==> config.mk <==
export PLATFORM = sky130hd
export DESIGN_NAME = tjrpu_mem_arbiter
export DESIGN_NICKNAME = d
export VERILOG_FILES = /design/src/rtl/tjrpu_mem_arbiter.sv
export SDC_FILE = /design/constraint.sdc
export NUM_CORES = 1
export LEC_CHECK = 0
export ABC_AREA = 1
export BUFFER_PORTS_ARGS = -buffer_cell sky130_fd_sc_hd__buf_4
export CAP_MARGIN = 25
export CORE_ASPECT_RATIO = 1.4
export CORE_UTILIZATION = 47
export CTS_BUF_LIST = sky130_fd_sc_hd__clkbuf_16
export CTS_CLUSTER_SIZE = 14
export DETAILED_ROUTE_END_ITERATION = 8
export PLACE_DENSITY = 0.89
export SLEW_MARGIN = 0
export SYNTH_ARGS = -nofsm -noshare
export SYNTH_HDL_FRONTEND = slang
export SYNTH_SLANG_ARGS = --single-unit
==> constraint.sdc <==
create_clock -name wb_clk_i -period 1.9 [get_ports wb_clk_i]
set_clock_uncertainty 0.05 [all_clocks]
set_input_delay 0.38 -clock wb_clk_i [delete_from_list [all_inputs] [get_ports wb_clk_i]]
set_output_delay 0.38 -clock wb_clk_i [all_outputs]
set_load 0.05 [all_outputs]
==> src/rtl/tjrpu_mem_arbiter.sv <==
// rtl/tjrpu_mem_arbiter.sv - round-robin arbiter sharing the tjrpu memory between Wishbone host and core
module tjrpu_mem_arbiter #(
   parameter int ADDR_W  = 10,
   parameter int MEM_LAT = 1
) (
   input  logic              wb_clk_i,
   input  logic              wb_rst_n,
   input  logic              wbs_cyc_i,
   input  logic              wbs_stb_i,
   input  logic              wbs_we_i,
   input  logic [3:0]        wbs_sel_i,
   input  logic [31:0]       wbs_adr_i,
   input  logic [31:0]       wbs_dat_i,
   output logic              wbs_ack_o,
   output logic [31:0]       wbs_dat_o,
   input  logic              core_req_i,
   input  logic              core_we_i,
   input  logic [3:0]        core_sel_i,
   input  logic [ADDR_W-1:0] core_addr_i,
   input  logic [31:0]       core_wdata_i,
   output logic              core_gnt_o,
   output logic              core_rvalid_o,
   output logic [31:0]       core_rdata_o,
   output logic              mem_en_o,
   output logic              mem_we_o,
   output logic [3:0]        mem_wmask_o,
   output logic [ADDR_W-1:0] mem_addr_o,
   output logic [31:0]       mem_wdata_o,
   input  logic [31:0]       mem_rdata_i
);

   typedef enum logic [1:0] {IDLE, ISSUE, WAIT, RESP} state_t;

   localparam logic [1:0] LAST_CNT = 2'(MEM_LAT - 1);

   state_t     state_q, state_d;
   logic       owner_q;       // 1 = core owns the current access
   logic       last_grant_q;  // 1 = core was granted last
   logic       host_abort_q;
   logic [1:0] cnt_q;
   logic       host_req;
   logic       grant_core;
   logic       wait_done;
   logic       unused_adr;

   assign host_req   = wbs_cyc_i & wbs_stb_i;
   assign wait_done  = (cnt_q == LAST_CNT);
   assign unused_adr = ^{wbs_adr_i[31:ADDR_W+2], wbs_adr_i[1:0]};

   // Under contention the requester that did not win last time goes first.
   always_comb begin
      grant_core = core_req_i;
      if (host_req && core_req_i) begin
         grant_core = ~last_grant_q;
      end
   end

   always_comb begin
      state_d = state_q;
      case (state_q)
         IDLE:    if (host_req || core_req_i) state_d = ISSUE;
         ISSUE:   state_d = WAIT;
         WAIT:    if (wait_done) state_d = RESP;
         RESP:    state_d = IDLE;
         default: state_d = IDLE;
      endcase
   end

   always_ff @(posedge wb_clk_i or negedge wb_rst_n) begin
      if (!wb_rst_n) begin
         state_q <= IDLE;
      end else begin
         state_q <= state_d;
      end
   end

   always_ff @(posedge wb_clk_i or negedge wb_rst_n) begin
      if (!wb_rst_n) begin
         owner_q       <= 1'b0;
         last_grant_q  <= 1'b1;
         host_abort_q  <= 1'b0;
         cnt_q         <= '0;
         wbs_ack_o     <= 1'b0;
         wbs_dat_o     <= '0;
         core_gnt_o    <= 1'b0;
         core_rvalid_o <= 1'b0;
         core_rdata_o  <= '0;
         mem_en_o      <= 1'b0;
         mem_we_o      <= 1'b0;
         mem_wmask_o   <= '0;
         mem_addr_o    <= '0;
         mem_wdata_o   <= '0;
      end else begin
         mem_en_o      <= 1'b0;
         core_gnt_o    <= 1'b0;
         wbs_ack_o     <= 1'b0;
         core_rvalid_o <= 1'b0;
         case (state_q)
            IDLE: begin
               if (host_req || core_req_i) begin
                  owner_q      <= grant_core;
                  host_abort_q <= 1'b0;
                  mem_en_o     <= 1'b1;
                  core_gnt_o   <= grant_core;
                  if (grant_core) begin
                     mem_we_o    <= core_we_i;
                     mem_wmask_o <= core_sel_i;
                     mem_addr_o  <= core_addr_i;
                     mem_wdata_o <= core_wdata_i;
                  end else begin
                     mem_we_o    <= wbs_we_i;
                     mem_wmask_o <= wbs_sel_i;
                     mem_addr_o  <= wbs_adr_i[ADDR_W+1:2];
                     mem_wdata_o <= wbs_dat_i;
                  end
               end
            end
            ISSUE: begin
               last_grant_q <= owner_q;
               cnt_q        <= '0;
               if (!owner_q && !wbs_cyc_i) host_abort_q <= 1'b1;
            end
            WAIT: begin
               cnt_q <= wait_done ? 2'd0 : cnt_q + 2'd1;
               if (!owner_q && !wbs_cyc_i) host_abort_q <= 1'b1;
               // Response is registered here so it appears exactly in RESP.
               if (wait_done) begin
                  if (owner_q) begin
                     core_rvalid_o <= 1'b1;
                     core_rdata_o  <= mem_rdata_i;
                  end else if (!host_abort_q && wbs_cyc_i) begin
                     wbs_ack_o <= 1'b1;
                     wbs_dat_o <= mem_rdata_i;
                  end
               end
            end
            default: ;
         endcase
      end
   end

endmodule

==> Word-level counts from Yosys, hierarchy flattened <==
Index checks and enable logic that the tools add are counted.
W data, S select, Z words.
{ "op_classes": {"n_addsub": 1, "bitwise": 3, "eq_ne": 6, "muxes": 24, "reduce_logical": 17} }
{ "op_table": {"columns": ["op", "n"], "rows": [
  ["$mux W32", 1],
  ["$mux W1", 15],
  ["$mux W10", 1],
  ["$pmux W2 S4", 1],
  ["$mux W2", 3],
  ["$reduce_and A3 Y1", 2],
  ["$eq A2 B2 Y1 const B", 2],
  ["$logic_not A2 Y1", 2],
  ["$mux W4", 1],
  ["$ne A2 B2 Y1 const B", 2],
  ["$pmux W2 S2", 1],
  ["$reduce_and A2 Y1", 2],
  ["$reduce_and A4 Y1", 1],
  ["$reduce_bool A2 Y1", 2],
  ["$logic_and A1 B1 Y1", 3],
  ["$logic_not A1 Y1", 3],
  ["$add A2 B1 Y2 const B", 1],
  ["$eq A2 B1 Y1 const B", 1],
  ["$ne A2 B1 Y1 const B", 1],
  ["$not A1 Y1", 2],
  ["$pmux W1 S2", 1],
  ["$reduce_or A2 Y1", 1],
  ["$and A1 B1 Y1", 1],
  ["$logic_or A1 B1 Y1", 1]
]} }
{ "totals": {"in_bits": 153, "ff_bits": 122, "word_cells": 66} }

==> Depth between registers and ports, before layout <==
{ "logic_depth": {"word_depth": 6, "depth_mapped": 8, "mapped_depth_nobuf": 7} }

==> Worst setup path before layout <==
No wires, ideal clock.
{ "synth_timing": {"path_type": "register to register", "from": "register state_q[0]", "to": "register wbs_dat_o[10]", "path_slack_ps": 483, "stages_incl_launch_ff": 8, "required_ps": 1783, "t_arrival_ps": 1301, "cell_sequence": "dfrtp_1 > inv_1 > ha_1 > nand2_2 > nor2_2 > buf_2 > nand2_1 > nand2_1"} }
{ "synth_between": {"elab_chain_cells": 2} }
{ "synth_rtl": {"columns": ["item", "line", "source"], "rows": [
  ["start: declaration", "36", "state_t state_q, state_d;"],
  ["start signal: assignment", "73", "state_q <= state_d;"],
  ["$eq A2 B2 Y1", "98", "case (state_q)"],
  ["$reduce_and A4 Y1 (no source line)", null, null],
  ["end signal: assignment", "133", "wbs_dat_o <= mem_rdata_i;"],
  ["end: declaration", "15", "output logic [31:0] wbs_dat_o,"]
]} }
No other way between the ends.
A chain may end at the register's enable or synchronous reset.

==> Worst setup path after layout <==
{ "layout_timing": {"from": "register last_grant_q", "to": "register mem_wdata_o[13]"} }
{ "layout_between": {"elab_chain_cells": 3} }
{ "layout_rtl": {"columns": ["item", "line", "source"], "rows": [
  ["start: declaration", "38", "logic last_grant_q;"],
  ["start signal: assignment", "119", "last_grant_q <= owner_q;"],
  ["$not A1 Y1", "54", "grant_core = ~last_grant_q;"],
  ["$mux W1", "53", "if (host_req && core_req_i) begin"],
  ["$mux W32", "105", "if (grant_core) begin"],
  ["end signal: assignment", "109", "mem_wdata_o <= core_wdata_i;"],
  ["end signal: assignment", "114", "mem_wdata_o <= wbs_dat_i;"],
  ["end: declaration", "28", "output logic [31:0] mem_wdata_o,"]
]} }
No other way between the ends.

==> impl_metrics.toml <==
[cts]
cts_buffers = 17
clk_latency_ns = 0.39
path_clk_slew_ns = 0.06
cts_setup_buffers = 0
cts_tree = "yes"
cts.sinks = 122
cts_root_buf = "clkbuf_16"
htree_levels = 4
cts_resized = 0
max-clock-path-buffers = 2
cts.hold.buffers_added = 1

[sta]
maxSlewHeadroom_pct = 73.0
fin_tns_setup_ns = 0
rsz0062_at_grt = "false"
slew_viol_final = 0
period_needed_ns = 1.64
tightest_slew_ns = 0.405
period_share_pct = 86.5
finalHoldViolCount = 0
fmax_mhz = 608
setup_viol = 0
setup_ws_ns = 0.256

[logic_synthesis]
ys_ff_latch = 122
syn_area_um2 = 5630
netlist_instances = 730
synth.avg_cell_area_um2 = 7.71
synth_cell_types = 18
yosys_warnings = 0
synth_area_leaders = "dfrtp_1 (54%), nand2_1 (21%), nand3_1 (9.0%)"
yosysTopAreaCell = "dfrtp_1"
synth_top_area_share_pct = 53.8
synth_fp_nets = 889
ys_seq_area_share_pct = 54.2

[layout]
antenna_cells = 0
multi_input_area_um2 = 2000
regArea_um2 = 3050
mostFrequentLayoutCells = "nand2_1 (312), buf_4 (254), dfrtp_1 (121)"
drive_gt1_share_pct = 30.4
finish.utilization_pct = 71.9
fin_nets = 1130
final_common_cell = "nand2_1"
area_delta_synth_final_pct = 46.9
fillCellCount = 884

[placed_design]
io_buffers = 245
dp_slack_ns = 0.256
routabilityCongestion = 0.838
hpwl_um = 11000

[power]
ir_drop_mv = 1.11
power.leakage_uw = 0.00482
sequentialPowerShare_pct = 26.9
comb_power_share_pct = 53.8
internal_power_uw = 8490
power.switching_uw = 8310
powerDensity_nw_per_um2 = 2030
pwr-share-clk_pct = 19.3
switching_share_pct = 49.5

[setup_path]
path_cells = "nand3_2 -> nand2_1 -> buf_12 -> nand2_1 -> nand3_1 -> nand2_1"
crit_family = "simple AND/OR/NAND/NOR gates"
cp.depth = 6
r2r_cells = 6
required_ns = 2.14
path_common_cell = "nand2_1"
worst_setup_path_end_kind = "flip-flop"
cp_num_buf_inv = 1
worstPathArrival_ns = 1.88
cpPeakStageDelay_ns = 0.54
cp_max_fo = 36
critPathSlowestCell = "dfstp_2"
path_class = "reg2reg"
start_kind = "flip-flop"

[floorplanning]
core-area_um2 = 11500
fp.dieH_um = 132
die_w_um = 94.5
start_util_pct = 48.9
std_cell_rows = 46
pin_count = 268
fp.dieArea_um2 = 12400

[grt]
first_global_vias = 5471
grt_max_degree = 66
grt_overflow = 0
grt.total_usage_pct = 25.9
antenna_found_initial = 0
grt_pass1_wl_um = 25300

[drt]
wl_um = 15500
wire_per_inst_um = 13.7
first_pass_iters = 4
drc = 0
drt-initial-drc-count = 184
vias = 5512
ant_nets = 0
avgViaCountPerCell = 4.89

[run_status]
status = "finished, final reports clean"

[worst_hold_path]
hold_class = "in2reg"
worstHoldPathCells = 3

[run]
maxCapViolations = 0
## power by group through the flow
stage	sequential [µW]	clock, µW	combinational [µW]
2_1_floorplan	8520	0	2060
3_3_place_gp	4500	0	8890
3_5_place_dp	4530	0	9080
4_1_cts	4520	3300	9110
5_1_grt	4660	3430	9610
6_report	4520	3240	9050
## final timing paths
check	from	to	slack, ns
max	last_grant_q	mem_wdata_o[13]	0.26
min	mem_rdata_i[19]	core_rdata_o[19]	0.14
max reg2reg	last_grant_q	mem_wdata_o[13]	0.26
min reg2reg	core_rdata_o[18]	core_rdata_o[18]	0.43
max in group asynchronous	wb_rst_n	mem_addr_o[1]	0.93
min in group asynchronous	wb_rst_n	core_rdata_o[0]	0.30
## state kept, by name, indices dropped and copies added, names as in the netlist
| name | count |
|---|---|
| core_rdata_o | 32 |
| wbs_ack_o | 1 |
| state_q | 2 |
| mem_en_o | 1 |
| wbs_dat_o | 32 |
| owner_q | 1 |
| mem_wdata_o | 32 |
| cnt_q | 2 |
| host_abort_q | 1 |
| last_grant_q | 1 |
| mem_addr_o | 10 |
| core_gnt_o | 1 |
| core_rvalid_o | 1 |
| mem_wmask_o | 4 |
| mem_we_o | 1 |
## kinds of logic after synthesis
| logic type | share of synthesized area, % |
|---|---|
| flip-flops | 54.2 |
| adder cells (fa/ha/maj) | 1.33 |
| AO/OA/AOI/OAI | 3.53 |
| AND/OR/NAND/NOR | 30.4 |
| buffers and inverters | 10.5 |
## tightest hold or removal path, cell delays in order
cell and delay (ns):
buf_4 0.08, nand2_1 0.04, nand2_1 0.05
## Yosys cell counts (all sizes together)
| cell | n |
|---|---|
| inv | 103 |
| nor2 | 5 |
| dfrtp | 121 |
| dfstp | 1 |
| clkbuf | 14 |
| a21oi | 2 |
| nand3b | 1 |
| buf | 26 |
| nand2 | 313 |
| nand3 | 101 |
| ha | 6 |
| o21ai | 37 |
## metal layers
| metal | GRT usage (%) | routed length, µm | vias up |
|---|---|---|---|
| li1 | - | - | 2699 |
| met3 | 7.18 | 1080 | 32 |
| met5 | 0 | 0 | - |
| met4 | 9.85 | 383 | 0 |
| met2 | 46.5 | 8190 | 231 |
| met1 | 28.4 | 5810 | 2550 |
## final cells by class
type                            instances  area share [%]
Timing Repair Buffer                  262            24.9
Clock buffer                           17            5.14
Multi-Input combinational cell        465            24.1
Sequential cell                       122            36.9
Tap cell                              144            2.18
Clock inverter                         15            2.10
Inverter                              103            4.67
## per-stage QoR
step / hold slack [ns] / total power, µW / std cells / area [µm²]
after floorplan: 0.0344 / 10600 / 730 / 5630
after global placement: 0.165 / 13400 / 1095 / 7670
after detailed placement: 0.164 / 13600 / 1095 / 7670
after CTS: 0.121 / 16900 / 1128 / 8280
after global routing: 0.124 / 17700 / 1128 / 8280
final: 0.141 / 16800 / 1128 / 8280
No activity file was read; power rests on OpenSTA's default activity.
